`src/rtl/serial_subtractor_if.sv`:
```
// Start/busy/done handshake and operand/result bundle for the bit-serial subtractor.
// The controller side takes the master modport and the subtractor takes the slave modport.
interface serial_subtractor_if #(
  parameter int WIDTH = 8
);
  logic             start;
  logic [WIDTH-1:0] a;
  logic [WIDTH-1:0] b;
  logic             bin;
  logic             busy;
  logic             done;
  logic [WIDTH-1:0] diff;
  logic             bout;

  modport master (
    output start, a, b, bin,
    input  busy, done, diff, bout
  );

  modport slave (
    input  start, a, b, bin,
    output busy, done, diff, bout
  );
endinterface

```
`src/rtl/serial_subtractor.sv`:
```
// Bit-serial a - b - bin, LSB first, one full-subtractor step per clock with a registered borrow.
// The result and borrow registers update only when the last bit completes, so partial sums never show.
module serial_subtractor #(
  parameter int WIDTH = 8
) (
  input logic            clk,
  input logic            rst_n,
  serial_subtractor_if.slave bus
);

  localparam int CW = (WIDTH > 1) ? $clog2(WIDTH) : 1;

  localparam logic [1:0] IDLE = 2'd0;
  localparam logic [1:0] RUN  = 2'd1;
  localparam logic [1:0] DONE = 2'd2;

  localparam logic [CW-1:0] LAST = CW'(WIDTH - 1);

  logic [1:0]       state_reg, state_next;
  logic [WIDTH-1:0] a_reg, a_next;
  logic [WIDTH-1:0] b_reg, b_next;
  logic [WIDTH-1:0] r_reg, r_next;
  logic             br_reg, br_next;
  logic [CW-1:0]    cnt_reg, cnt_next;
  logic [WIDTH-1:0] diff_reg, diff_next;
  logic             bout_reg, bout_next;
  logic             busy_reg, busy_next;
  logic             done_reg, done_next;

  logic             x;
  logic             y;
  logic             d;
  logic             br_calc;
  logic [WIDTH-1:0] r_shift;

  // Full-subtractor cell on the current LSBs.
  assign x       = a_reg[0];
  assign y       = b_reg[0];
  assign d       = x ^ y ^ br_reg;
  assign br_calc = (~x & y) | (~(x ^ y) & br_reg);

  generate
    if (WIDTH == 1) begin : g_r_single
      assign r_shift = d;
    end else begin : g_r_multi
      assign r_shift = {d, r_reg[WIDTH-1:1]};
    end
  endgenerate

  always_comb begin
    state_next = state_reg;
    a_next     = a_reg;
    b_next     = b_reg;
    r_next     = r_reg;
    br_next    = br_reg;
    cnt_next   = cnt_reg;
    diff_next  = diff_reg;
    bout_next  = bout_reg;

    case (state_reg)
      IDLE: begin
        if (bus.start) begin
          state_next = RUN;
          a_next     = bus.a;
          b_next     = bus.b;
          br_next    = bus.bin;
          cnt_next   = '0;
        end
      end

      RUN: begin
        a_next   = a_reg >> 1;
        b_next   = b_reg >> 1;
        r_next   = r_shift;
        br_next  = br_calc;
        cnt_next = cnt_reg + 1'b1;
        if (cnt_reg == LAST) begin
          state_next = DONE;
          diff_next  = r_shift;
          bout_next  = br_calc;
        end
      end

      DONE: begin
        state_next = IDLE;
      end

      default: begin
        state_next = IDLE;
      end
    endcase

    // Status flags are registered copies of the next-state decode.
    busy_next = (state_next != IDLE);
    done_next = (state_next == DONE);
  end

  always_ff @(posedge clk or negedge rst_n) begin
    if (!rst_n) begin
      state_reg <= IDLE;
      a_reg     <= '0;
      b_reg     <= '0;
      r_reg     <= '0;
      br_reg    <= 1'b0;
      cnt_reg   <= '0;
      diff_reg  <= '0;
      bout_reg  <= 1'b0;
      busy_reg  <= 1'b0;
      done_reg  <= 1'b0;
    end else begin
      state_reg <= state_next;
      a_reg     <= a_next;
      b_reg     <= b_next;
      r_reg     <= r_next;
      br_reg    <= br_next;
      cnt_reg   <= cnt_next;
      diff_reg  <= diff_next;
      bout_reg  <= bout_next;
      busy_reg  <= busy_next;
      done_reg  <= done_next;
    end
  end

  assign bus.busy = busy_reg;
  assign bus.done = done_reg;
  assign bus.diff = diff_reg;
  assign bus.bout = bout_reg;

endmodule
```
`src/flat_wrapper.sv`:
```
// flat-port wrapper written by rule: the top's interface ports become plain ports
module serial_subtractor_flat 
#(
  parameter int WIDTH = 8
)
  (clk, rst_n, bus_start, bus_a, bus_b, bus_bin, bus_busy, bus_done, bus_diff, bus_bout);
  serial_subtractor_if #(.WIDTH(WIDTH)) bus_i ();
  input logic clk;
  input logic rst_n;
  input wire logic [$bits(bus_i.start)-1:0] bus_start;
  input wire logic [$bits(bus_i.a)-1:0] bus_a;
  input wire logic [$bits(bus_i.b)-1:0] bus_b;
  input wire logic [$bits(bus_i.bin)-1:0] bus_bin;
  output wire logic [$bits(bus_i.busy)-1:0] bus_busy;
  output wire logic [$bits(bus_i.done)-1:0] bus_done;
  output wire logic [$bits(bus_i.diff)-1:0] bus_diff;
  output wire logic [$bits(bus_i.bout)-1:0] bus_bout;
  assign bus_i.start = bus_start;
  assign bus_i.a = bus_a;
  assign bus_i.b = bus_b;
  assign bus_i.bin = bus_bin;
  assign bus_busy = bus_i.busy;
  assign bus_done = bus_i.done;
  assign bus_diff = bus_i.diff;
  assign bus_bout = bus_i.bout;
  serial_subtractor #(.WIDTH(WIDTH)) u_core (.clk(clk), .rst_n(rst_n), .bus(bus_i));
endmodule
```
`config.mk`:
```
export PLATFORM = sky130hd
export DESIGN_NAME = serial_subtractor_flat
export DESIGN_NICKNAME = d
export VERILOG_FILES = /design/src/rtl/serial_subtractor_if.sv /design/src/rtl/serial_subtractor.sv /design/src/flat_wrapper.sv
export SDC_FILE = /design/constraint.sdc
export NUM_CORES = 1
export LEC_CHECK = 0
export BUFFER_PORTS_ARGS = -buffer_cell sky130_fd_sc_hd__buf_2
export CAP_MARGIN = 5
export CELL_PAD_IN_SITES_DETAIL_PLACEMENT = 0
export CELL_PAD_IN_SITES_GLOBAL_PLACEMENT = 2
export CORE_MARGIN = 2
export CORE_UTILIZATION = 25
export DETAILED_ROUTE_END_ITERATION = 10
export PLACE_DENSITY_LB_ADDON = 0.1
export SYNTH_ARGS = -nofsm -noshare
export SYNTH_HDL_FRONTEND = slang
export SYNTH_SLANG_ARGS = --single-unit
```
`constraint.sdc`:
```
create_clock -name clk -period 1.4 [get_ports clk]
set_input_delay 0.14 -clock clk [delete_from_list [all_inputs] [get_ports clk]]
set_output_delay 0.14 -clock clk [all_outputs]
set_load 0.01 [all_outputs]
```
## Word-level counts from Yosys, hierarchy flattened

Index checks and enable logic that the tools add are counted.

- Output and inout port bits: 11
- Logic and storage cells: 38
- Register bits: 41
- Input port bits: 20

- Multiplexer cells: 11
- Add/subtract/negate cells: 1
- Reductions and logical operators: 5
- Bitwise gates (word level): 7
- Equal/unequal tests: 4

Operator list:

| operator | number |
|---|---|
| $pmux 8 s2 | 2 |
| $mux 8 | 2 |
| $pmux 3 s2 | 1 |
| $mux 2 | 2 |
| $pmux 2 s2 | 1 |
| $reduce_and 2->1 | 2 |
| $reduce_bool 2->1 | 2 |
| $add 3x1->3 const B | 1 |
| $eq 3x3->1 const B | 1 |
| $mux 3 | 1 |
| $and 1x1->1 | 2 |
| $eq 2x1->1 const B | 1 |
| $eq 2x2->1 const B | 1 |
| $logic_not 2->1 | 1 |
| $ne 2x2->1 const B | 1 |
| $not 1->1 | 2 |
| $pmux 1 s2 | 1 |
| $xor 1x1->1 | 2 |
| $mux 1 | 1 |
| $or 1x1->1 | 1 |

## Longest topological paths before layout

Gate-level depths: netlist (run 1).

- Word-level depth: 5
- Depth in mapped cells: 6
- Depth with buffers taken out: 5

## Least setup slack after synthesis (run 1)

Ideal clock, no wire load.

- Path kind: flip-flop to flip-flop
- Start: register u_core.cnt_reg[0]
- End: register u_core.bout_reg (netlist: u_core.bus.bout)
- Setup time: 0.125 ns
- Arrival: 1.358 ns
- Stages on the path, launching flop included: 6
- Clock period less this slack: 1.482 ns
- Path buffers: 1
- Data required time: 1.275 ns
- Slack: -0.082 ns
- Cell sequence: dfrtp_1 > ha_1 > ha_1 > nand3b_1 > buf_4 > mux2_2

- Longest elaborated chain between the ends: 2

Ends and longest elaborated chain:

| what | line | source |
|---|---|---|
| from (decl) | serial_subtractor.sv:24 | `logic [CW-1:0] cnt_reg, cnt_next;` |
| from (signal assigned) | serial_subtractor.sv:116 | `cnt_reg <= cnt_next;` |
| $eq 3x3->1 | serial_subtractor.sv:77 | `if (cnt_reg == LAST) begin` |
| $reduce_and 2->1 (no line) | - |  |
| to (signal assigned) | serial_subtractor.sv:118 | `bout_reg <= bout_next;` |
| to (decl) | serial_subtractor.sv:26 | `logic bout_reg, bout_next;` |

No other way between the ends.
A chain may end at the register's enable or synchronous reset.

## Final worst setup path (run 1)

- Start: register u_core.cnt_reg[1]
- End: register u_core.diff_reg[0] (netlist: u_core.bus.diff[0])

- Longest elaborated chain between the ends: 2

Ends and longest elaborated chain:

| what | line | source |
|---|---|---|
| $eq 3x3->1 | serial_subtractor.sv:77 |  |
| $reduce_and 2->1 (no line) | - |  |
| to (signal assigned) | serial_subtractor.sv:117 | `diff_reg <= diff_next;` |
| to (decl) | serial_subtractor.sv:25 | `logic [WIDTH-1:0] diff_reg, diff_next;` |

No other way between the ends.

==> results of run 1 <==
## metal layers
layer	vias up	track usage	routed length, um
met1	619	0.1547	1840
li1	653	-	-
met5	-	0	0
met4	0	0.03409	58
met3	5	0.03714	177
met2	26	0.1978	1941
## timing repair
action | 4_1_cts | 5_1_grt
hold buffers | 1 | 0
resized for setup | 1 | 4
endpoints found under the setup margin | 8 | 11
buffers inserted | 2 | 0
hold endpoints to repair | 40 | 0
## area by class of cell
type                    count  area (um2)
fillers                   698        4587
flip-flops and latches     40        1002
multi-input cells         108       648.1
repair buffers             46       285.3
well taps                  80       100.1
clock buffers               6       72.57
inverters                   5       18.77
clock inverters             1       5.005
## worst max-delay path, cell delays in order (launching register included)
cell and delay, ns:
dfrtp_1 0.39, ha_2 0.20, ha_4 0.16, nand3b_1 0.12, buf_12 0.15, mux2_2 0.33
## logic make-up (layout without fill, tap and decap cells)
kind of cell	Yosys count	in the layout
muxes	8	8
and+or+nand+nor	70	70
AOI/OAI and AO/OA	27	27
DFF	40	40
adders and majority gates	3	3
buffers and inverters	16	58
## power by group through the flow
stage	registers [mW]	clock network [mW]	logic, mW
2_1_floorplan	2.04	0	1.09
3_3_place_gp	2.03	0	1.63
3_5_place_dp	2.04	0	1.68
4_1_cts	2.03	0.760	1.73
5_1_grt	2.11	0.831	1.96
6_report	2.03	0.728	1.71
## how the worst max path moves through the flow
stage	startpoint	endpoint	slack [ns]	cells past startpoint
floorplan	u_core.cnt_reg[1]$_DFFE_PN0P_	u_core.bus.bout$_DFFE_PN0P_	-0.02	5
global placement	u_core.cnt_reg[1]$_DFFE_PN0P_	u_core.bus.bout$_DFFE_PN0P_	-0.03	5
detailed placement	u_core.cnt_reg[0]$_DFFE_PN0P_	u_core.bus.bout$_DFFE_PN0P_	-0.06	5
CTS	u_core.cnt_reg[1]$_DFFE_PN0P_	u_core.bus.diff[0]$_DFFE_PN0P_	-0.06	5
global route	u_core.cnt_reg[1]$_DFFE_PN0P_	u_core.bus.diff[6]$_DFFE_PN0P_	-0.11	5
finish	u_core.cnt_reg[1]$_DFFE_PN0P_	u_core.bus.diff[0]$_DFFE_PN0P_	-0.06	5
## metrics by stage
step | TNS, ns | worst slack (ns)
after floorplan | -0.1332 | -0.02220
after global placement | -0.2294 | -0.02984
after detailed placement | -0.4488 | -0.06253
after CTS | -0.4878 | -0.06463
after global routing | -0.7706 | -0.1082
final | -0.3588 | -0.06108
## cell usage after synthesis
cell / instances / share of area
a21oi_1: 4 / 0.012
a22o_1: 2 / 0.010
a32oi_1: 2 / 0.010
and2b_1: 1 / 0.0044
buf_2: 5 / 0.015
buf_4: 3 / 0.013
buf_8: 1 / 0.0088
clkbuf_1: 1 / 0.0022
clkbuf_4: 1 / 0.0044
dfrtp_1: 40 / 0.58
fa_1: 1 / 0.012
ha_1: 2 / 0.015
inv_1: 4 / 0.0088
inv_2: 1 / 0.0022
mux2_2: 8 / 0.053
nand2_1: 25 / 0.055
nand2b_1: 2 / 0.0073
nand3b_1: 1 / 0.0044
nor2_1: 15 / 0.033
nor2b_1: 1 / 0.0036
nor3_1: 24 / 0.070
o21ai_0: 4 / 0.012
o22ai_1: 12 / 0.044
o32ai_1: 3 / 0.015
or2_1: 1 / 0.0036
==> metrics list, run 1 <==
- Summed over all nets, the switching power comes to 1.586 mW.
- The final layout contains 229 nets.
* Startpoint types: flip-flop
- Leakage component of the power: 1.021 nW
- The via count of the first global-routing pass came to 1,416.
- Final-report setup violation count: 8
* Post-synthesis share of cell area spent on xor and xnor gates: 0
- Crit end category: flip-flop
* Transition at the pin with the smallest max-transition slack: 0.5299 ns
- Power density over the cells: 2098 nW/um2
- Input/output buffers: 30
- Static timing analysis puts the maximum clock frequency at 684.4 MHz.
- Hold path depth: 3
- The run finished, with violations left.
- Simple-gate share of the synthesized area: 0.1809
* Clock Skew: 0.005730 ns
- Routability-driven placement finished with a final weighted congestion of 0.6752.
* Source-to-sink clock delay at the later pin of the worst-skew pair: 0.29 ns
* Reported max-cap violation count: 0
- DIE AREA: 7540 um2
- Minimum clock period: 1.461 ns
- Worst vdd rail ir drop: 0.0005854 V
- The H-tree generated during clock tree synthesis spans 2 levels.
* Hold path startpoint: bus_b[7]
- Standard cell core area: 6719 um2
* Adder-cell share of the synthesized area: 0.02626
* Critical path fanouts, max: 10
- Internal Pwr Total: 2.886 mW
* Post-synthesis cell area: 1715 um2
- The area growth from synthesis to layout is 24.29%.
- The worst register-to-register path has a depth of 5.
- The final number of max-transition violations is 0.
* Total count of hold-check failures in the final report: 0
- Leftover overflow at the end of global routing: 0
- The worst setup path is of the flip-flop to flip-flop kind.
- Die X: 86.84 um
- Main combinational cell family by area after synthesis: simple AND/OR/NAND/NOR gates
- The placed instances occupy a cell area of 2007 um2.
- Clock-pin slew of the registers on the worst-case setup and hold paths: 0.08 ns
- TritonCTS built the clock tree.
- Cell total after placement: 276
* Capturing point of the worst reg2reg path: u_core.bus.diff[0]$_DFFE_PN0P_
- Avg Vias per Cell: 4.556
- Hold Path End: u_core.b_reg[7]$_DFFE_PN0P_
* Via count: 1,303
- STA puts the critical path data required time at 1.57 ns.
* Fraction of the core area covered by cells at the end of the flow: 0.3173
- Row count: 30
- Each instance of the synthesized netlist takes up on average 10.46 um2.
- Wires add up to 4018 um.
- Failing checks: setup timing
- Fraction of power consumed by combinational cells: 0.383
- Top library cells by usage in the layout, fill and taps aside: 39 x dfrtp_1, 30 x buf_2, 25 x nand2_1, 24 x nor3_1, 15 x nor2_1
* Cells after synthesis: 164
- Of the total power, the share spent switching nets is 0.3546.
* Number of antenna violations at the first check in global routing: 0
- The startpoint identified for the worst register-to-register timing path is u_core.cnt_reg[1]$_DFFE_PN0P_.
- Overall track demand over capacity in global routing: 0.1211
- Measured against the total synthesized area, the mux share comes to 0.05252.
- During I/O placement, the number of pins put on the boundary was 31.
* Final clock period utilization by the worst path: 1.044
- Entering global routing, the biggest net connects 41 pins.
- Worst Slack Setup Final: -0.06108 ns
* Post-route cell area: 2132 um2
- Die Y: 86.84 um
- The tree is rooted in a clkbuf_8.
- Count of warnings emitted by yosys: 0
- First-pass iteration count of the detailed router: 4
* Clock network fraction of total power: 0.163
* Flop and latch count out of synthesis: 40
- Maximum clock insertion buffer count: 2
- Overall power after layout: 4.472 mW
- STA puts the critical path data arrival time at 1.63 ns.
- The first global-routing pass estimated 6996 um of wire.
* Average wire length per cell after detail routing: 14.05 um
- The share of total power dissipated in sequential elements is 0.454.
- For this run, the register share of the synthesized area comes to 0.5835.
- DRC Markers: 0
- For flop-to-flop paths, the worst setup slack is -0.06 ns.
- For this design, the sink count on the clock tree is 40.
* Most frequent standard cell in the layout excluding fill and tap cells: dfrtp_1
- The wire-length estimate of the detail-placed layout is 2738 um.
- Counting the buffers created by CTS gives 5.
- Count of nets left with antenna violations after detail routing: 0
- The worst hold path belongs to the class input pin to flip-flop.
- In the final layout, the share of cells above drive strength 1 is 0.3058.
- The fraction of the mapped netlist area in compound gates came to 0.1028.
- Initial detailed-routing violation count: 27
- Across all hold checks on the routed design, the worst slack comes to 0.1011 ns.
- Number of diodes added for antenna fixing: 0
- Unique masters post-synth: 25
* Synthesized Nets: 187
- Starting Density: 0.2553
* Worst rel slew slack: 0.6467
- Unrepaired setup endpoints after global routing: true
- Post-route insts no fill: 286
Note: power is estimated with default switching activity, not from simulation.
==> inputs of run 2 (changes only) <==
clock period = 1.7 ns   (was 1.4 ns; I/O delays follow)
==> metrics list, run 2 (synthesis gave the netlist of run 1 again) <==
* Result of the run: complete, no violations
- Kind of cell adding the most delay to the critical path: flip-flops
- Kind of path behind the tightest hold check: input pin to flip-flop
- Via count: 1,317
- The final number of max-transition violations was 0.
- The design draws 3.659 mW.
- Initial detailed-routing violation count: 37
* Number of antenna violations at the first check in global routing: 0
- Leakage component of the power: 0.9970 nW
* Unrepaired setup endpoints after global routing: false
- The floorplan has 30 rows.
- Number of buffers created by CTS: 5
- The H-tree was split into 2 levels.
* Cell breakdown of the critical path: ha_1, ha_1, nand3b_1, buf_12, mux2_2
- Crit path max-delay cell type: dfrtp_1
- The startpoint identified for the worst hold timing path is bus_a[7].
- Uppermost layer routed: met4
- Crit end category: flip-flop
- Detailed Route WL: 3959 um
* FILL cells: 706
- Data on the critical path arrives at its endpoint at 1.71 ns.
- After detailed routing, the wire length on met1 is 1732 um.
* Data required, critical path: 1.88 ns
- Clock tree from TritonCTS: done
- Power density over the cells: 1750 nW/um2
- Worst vdd rail ir drop: 0.0004676 V
- For this run, the total global-route usage over all layers was measured as 0.1176.
* Upper clock frequency limit: 652.0 MHz
- At the end of routability-driven placement, the weighted congestion stood at 0.6699.
- Worst path bufs/invs: 1
* Fraction of final layout cells sized beyond drive strength 1: 0.2750
- In this run the vertical extent of the chip is 86.84 um.
* Synthesis-to-finish area growth: 21.88%
- Source-to-sink clock delay at the later pin of the worst-skew pair: 0.29 ns
- In this run the remaining antenna-violating nets after routing total 0.
* Final clock period utilization by the worst path: 0.9022
* Clock Skew: 0.002497 ns
- Entering global routing, the biggest net connects 24 pins.
- Counting every sink on the clock net gives 40.
- The floorplan step defined a die boundary enclosing 7540 um2.
* Clock-pin slew of the registers on the worst-case setup and hold paths: 0.07 ns
- The cell that appears most often on the critical path is ha_1.
- The library cells used most frequently in the layout, excluding fill and tap cells, are 40 x dfrtp_1, 30 x buf_2, 25 x nand2_1, 24 x nor3_1, 15 x nor2_1.
- DRC Markers: 0
- Total count of hold-check failures in the final report: 0
* DR WL met3: 198 um
* Met2 routed WL: 1970 um
* Flop2flop setup slack: 0.17 ns
* Number of diodes added for antenna fixing: 0
- Average wire length per cell after detail routing: 14.14 um
- Final-layout setup total negative slack: 0 ns
* First-pass GRT wire length: 6817 um
- Minimum clock period: 1.534 ns
- I/O pin count: 31
- Maximum clock insertion buffer count: 2
* Input/output buffers: 30
- The total area inside the core boundary comes to 6719 um2.
- By startpoint and endpoint, the worst setup path is classified as flip-flop to flip-flop.
- Avg Vias per Cell: 4.704
- In this run the tightest slew margin relative to its limit is 0.6898.
* Hold path depth: 3
* Length in cells of the worst reg-to-reg path: 5
- The library cell used most frequently in the layout, excluding fill and tap cells, is dfrtp_1.
- Hold Path End: u_core.a_reg[7]$_DFFE_PN0P_
* Transition at the pin with the smallest max-transition slack: 0.4652 ns
- Startpoint of the worst-slack reg-to-reg timing path: u_core.cnt_reg[0]$_DFFE_PN0P_
- Startpoint types: flip-flop
- Estimated wirelength of the detail-placed design: 2816 um
- CP max stage delay: 0.40 ns
- Starting Density: 0.2553
- Along the worst path, the maximum fanout reaches 12.
- Via count of the first global-routing pass: 1,370
- Final-report setup violation count: 0
* Number of nets in the finished design: 223
- Reported max-cap violation count: 0
- The root buffer cell chosen for the clock tree is clkbuf_8.
* Capturing point of the worst reg2reg path: u_core.bus.bout$_DFFE_PN0P_
- The floorplan step set the die width to 86.84 um.
- Leftover overflow at the end of global routing: 0
* First-pass iteration count of the detailed router: 4
[run 2: changes by cell type in the layout (fill, tap and decap cells not counted), sizes merged]
cell	change
buf	-6
clkbuf	+1
clkinv	-1
[run 2: report_power, final]
part	internal (mW)	switching, mW
clock network	0.361	0.319
logic	0.624	0.675
registers	1.39	0.293
total	2.37	1.29
[run 2: per-stage QoR]
stage	instances	util	instance area [um2]	hold slack [ns]	setup slack, ns
after floorplan	164	-	1715	-0.1256	0.2177
after global placement	272	0.2953	1984	0.1396	0.2155
after detailed placement	272	0.2953	1984	0.1543	0.1542
after CTS	280	0.3112	2091	0.1222	0.1437
after global routing	280	0.3112	2091	0.1332	0.09099
final	280	0.3112	2091	0.1310	0.1663
[run 2: tightest hold or removal path: stages]
cell and delay (ns):
buf_2 0.07, a32oi_1 0.08, nand2_1 0.06
[run 2: layout make-up]
class | instances | area, um2 | share of cell area
Sequential cell | 40 | 1001 | 0.4788
Multi-Input combinational cell | 108 | 621.8 | 0.2974
Timing Repair Buffer | 40 | 252.7 | 0.1209
Tap cell | 80 | 100.1 | 0.04788
Clock buffer | 7 | 96.34 | 0.04608
Inverter | 5 | 18.77 | 0.008977
[run 2: timing repair]
action                    4_1_cts  5_1_grt
hold buffers                    1        0
setup buffers                   0        0
gates resized for setup         0        0
hold endpoints to repair       17        0
[run 2: metal layers]
layer | up-vias | GRT usage
li1 | 640 | -
met1 | 641 | 0.1407
met2 | 30 | 0.1999
met3 | 6 | 0.03714
met4 | 0 | 0.03835
met5 | - | 0
[run 2: worst max path at each step]
stage,from,to,slack [ns],cells after the start
final,u_core.cnt_reg[0]$_DFFE_PN0P_,u_core.bus.bout$_DFFE_PN0P_,0.17,5
after global routing,u_core.cnt_reg[0]$_DFFE_PN0P_,u_core.bus.diff[2]$_DFFE_PN0P_,0.09,5
after CTS,u_core.cnt_reg[0]$_DFFE_PN0P_,u_core.bus.bout$_DFFE_PN0P_,0.14,5
after detailed placement,u_core.cnt_reg[0]$_DFFE_PN0P_,u_core.bus.bout$_DFFE_PN0P_,0.15,5
after global placement,u_core.cnt_reg[0]$_DFFE_PN0P_,u_core.bus.bout$_DFFE_PN0P_,0.22,5
after floorplan,u_core.cnt_reg[0]$_DFFE_PN0P_,u_core.bus.bout$_DFFE_PN0P_,0.22,5
==> inputs of run 3 (changes only) <==
ABC_AREA = 1   (was default)
CTS_BUF_LIST = sky130_fd_sc_hd__clkbuf_4   (was default)
==> metrics list, run 3 <==
- The floorplan step set the die width to 93.21 um.
- The first TritonRoute pass finished after 4 iterations.
- Overall track demand over capacity in global routing: 0.1138
- The share of total power dissipated in the clock network is 0.163.
- Summing every instance area after synthesis gives 1989 um2.
* Fraction of power consumed by combinational cells: 0.437
* Post-synth top cells: 47 x nand2_1, 40 x dfrtp_1, 40 x nand3_1, 39 x inv_1
* Final clock period utilization by the worst path: 0.7832
* Worst setup path startpoint: u_core.state_reg[1]$_DFF_PN0_
- Leakage component of the power: 1.288 nW
- Internal Pwr Total: 2.393 mW
* Detailed Route WL: 4380 um
- Cells after synthesis: 223
- Buffers inserted by post-CTS timing repair: 0
- The floorplan has 32 rows.
* Main flop type after synthesis: dfrtp_1
- Per-instance average area after synthesis: 8.921 um2
- Critical path fanouts, max: 19
- Once detailed placement completed, the half-perimeter wirelength came to 2758 um.
- Power density over the cells: 1737 nW/um2
- The repair_antennas step left the layout with diodes totalling 0.
* Sw Share: 0.4027
* Synthesis-to-finish area growth: 15.97%
* Fraction of the core area covered by cells at the end of the flow: 0.2986
- DIE AREA: 8687 um2
* Flop and latch count out of synthesis: 40
- RD Place Congestion: 0.6402
* Via count: 1,446
- Arrival time of the worst setup path: 1.61 ns
- dfrtp_1 takes more of the synthesized area than any other cell.
- Number of antenna violations at the first check in global routing: 0
- The startpoint identified for the worst register-to-register timing path is u_core.state_reg[1]$_DFF_PN0_.
* Reported max-cap violation count: 0
- Measured against its own limit, the worst slew margin works out to 0.6455.
* Result of the run: complete, no violations
- In this run the count of I/O pins placed on the die edge is 31.
- Portion of the post-synthesis area used by sequential elements: 0.5031
- Count of nets left with antenna violations after detail routing: 0
* Count of flip-flops with a built-in enable after synthesis: 0
- After synthesis, the netlist uses 21 different library cells.
- Input/output buffers: 30
- Unrepaired setup endpoints after global routing: false
* Number of nets in the finished design: 277
- Across the VDD grid, the largest voltage drop is 0.0003701 V.
- Worst-case setup slack after placement: 0.3676 ns
- In the layout the commonest cells are 47 x nand2_1, 40 x nand3_1, 40 x dfrtp_1, 39 x inv_1, 30 x buf_2.
- CTS built an H-tree with a depth of 2.
* Max-slew violations: 0
- Setup CP Type: flip-flop to flip-flop
- The worst setup path is launched from a flip-flop.
- Excluding fillers, the count of instances in the completed layout stands at 357.
- For the worst-skew pair, the clock arrives at the later sink with an insertion delay of 0.35 ns.
* Initial detailed-routing violation count: 54
- The final count of hold timing violations was 0.
- DRC Markers: 0
- For this design the total switching power over the nets is 1.614 mW.
- After layout, the worst setup slack is 0.3685 ns.
- Between clock sinks in the finished design, the worst skew comes to 0.01857 ns.
* Clock tree from TritonCTS: done
- In the final layout, the share of cells above drive strength 1 is 0.2510.
* Length in cells of the worst reg-to-reg path: 5
- During synthesis, Yosys emitted a total of 0 warnings.
- Most frequent standard cell in the layout excluding fill and tap cells: nand2_1
- Setup violations remaining at the end of the flow were counted as 0.
- Power comes to 4.007 mW.
- Upper clock frequency limit: 751.0 MHz
- Synthesized Nets: 246
* Standard cell core area: 7727 um2
* Number of buffers created by CTS: 5
- The filler cells instantiated in the layout total 844.
- Registers take 1001 um2.
* Starting Density: 0.2574
- The tree is rooted in a clkbuf_4.
- Number of sinks on the clock net: 40
- The finished cells cover 2307 um2.
- Summed over all failing endpoints, the final setup total negative slack is 0 ns.
- For flop-to-flop paths, the worst setup slack is 0.37 ns.
- The longest clock path from root to sink contains 2 buffers.
- Crit end category: flip-flop
* Kind of path behind the tightest hold check: input pin to flip-flop
* Multi-input logic area: 721.9 um2
- From bottom edge to top edge, the die measures 93.21 um.
- First-pass GRT wire length: 7631 um
- Post-placement cell area: 2217 um2
* Count leader, synth: nand2_1
* Via count of the first global-routing pass: 1,496
- Transition at the pin with the smallest max-transition slack: 0.5317 ns
* Leftover overflow at the end of global routing: 0
* Share of async-settable or async-resettable flops after synthesis: 1.000
- Of the post-synthesis cell area, the dominant cell type holds 0.5031.
- Following the worst setup path forward leads to its endpoint at u_core.a_reg[4]$_DFFE_PN0P_.
* Data required, critical path: 1.98 ns
- After clock tree synthesis, the clock-pin slew on the worst setup and hold paths is 0.14 ns.
- After detailed routing, the number of vias per cell comes to 4.050.
- Portion of total power attributed to sequential cells: 0.400
* Synth area leaders: dfrtp_1 50%, nand3_1 10%, nand2_1 8.9%
* Average wire length per cell after detail routing: 12.27 um
* Cell total after placement: 348
- Capturing point of the worst reg2reg path: u_core.a_reg[4]$_DFFE_PN0P_
- Minimum clock period: 1.332 ns
- Hold WS: 0.03560 ns
* Pin count of the biggest net entering global routing: 38
==> run 3: critical path, cell delays in order (launching register included) <==
cell and delay [ns]:
dfrtp_1 0.44, inv_2 0.10, nand2_4 0.11, nand2_2 0.38
nand3_1 0.13, nand2_1 0.09
==> run 3: worst min-delay path by stage <==
stage | startpoint | to | slack, ns | cells past startpoint
4_1_cts | bus_b[7] | u_core.b_reg[7]$_DFFE_PN0P_ | 0.02 | 3
3_3_place_gp | rst_n | u_core.a_reg[4]$_DFFE_PN0P_ | 0.20 | 1
6_report | bus_b[7] | u_core.b_reg[7]$_DFFE_PN0P_ | 0.04 | 3
5_1_grt | bus_b[7] | u_core.b_reg[7]$_DFFE_PN0P_ | 0.03 | 3
2_1_floorplan | rst_n | u_core.a_reg[0]$_DFFE_PN0P_ | -0.13 | 0
3_5_place_dp | rst_n | u_core.a_reg[4]$_DFFE_PN0P_ | 0.19 | 1
==> run 3: layer usage <==
| layer | track usage | vias to the layer above | wire, um | share of wire |
|---|---|---|---|---|
| li1 | - | 752 | - | - |
| met1 | 0.1575 | 669 | 2277 | 0.52 |
| met2 | 0.1739 | 21 | 1895 | 0.43 |
| met3 | 0.02659 | 4 | 160 | 0.037 |
| met4 | 0.04044 | 0 | 47 | 0.011 |
| met5 | 0 | - | 0 | 0 |
==> run 3: kinds of logic after synthesis <==
group / after synthesis / synth area share
and+or+nand+nor: 108 / 0.2912
buffers and inverters: 53 / 0.1340
DFF: 40 / 0.5031
AOI/OAI and AO/OA: 19 / 0.04905
adders and majority gates: 3 / 0.02264
==> run 3: repair_timing <==
item                                   4_1_cts  5_1_grt
hold buffers                                 1        0
resized for setup                            0        0
endpoints found under the hold margin       19        0
==> run 3: power by group through the flow <==
| stage | Clock [mW] | Sequential [mW] | Combinational, mW |
|---|---|---|---|
| 2_1_floorplan | 0 | 1.63 | 1.38 |
| 3_3_place_gp | 0 | 1.63 | 1.80 |
| 3_5_place_dp | 0 | 1.63 | 1.80 |
| 4_1_cts | 0.691 | 1.61 | 1.81 |
| 5_1_grt | 0.721 | 1.66 | 2.04 |
| 6_report | 0.652 | 1.60 | 1.75 |
==> run 3: area by class of cell <==
class                           instances  share of cell area
Multi-Input combinational cell        130              0.3129
Sequential cell                        40              0.4338
Tap cell                              102             0.05531
Inverter                               41             0.06670
Clock inverter                          2             0.01518
Clock buffer                            6             0.01952
Timing Repair Buffer                   36             0.09653
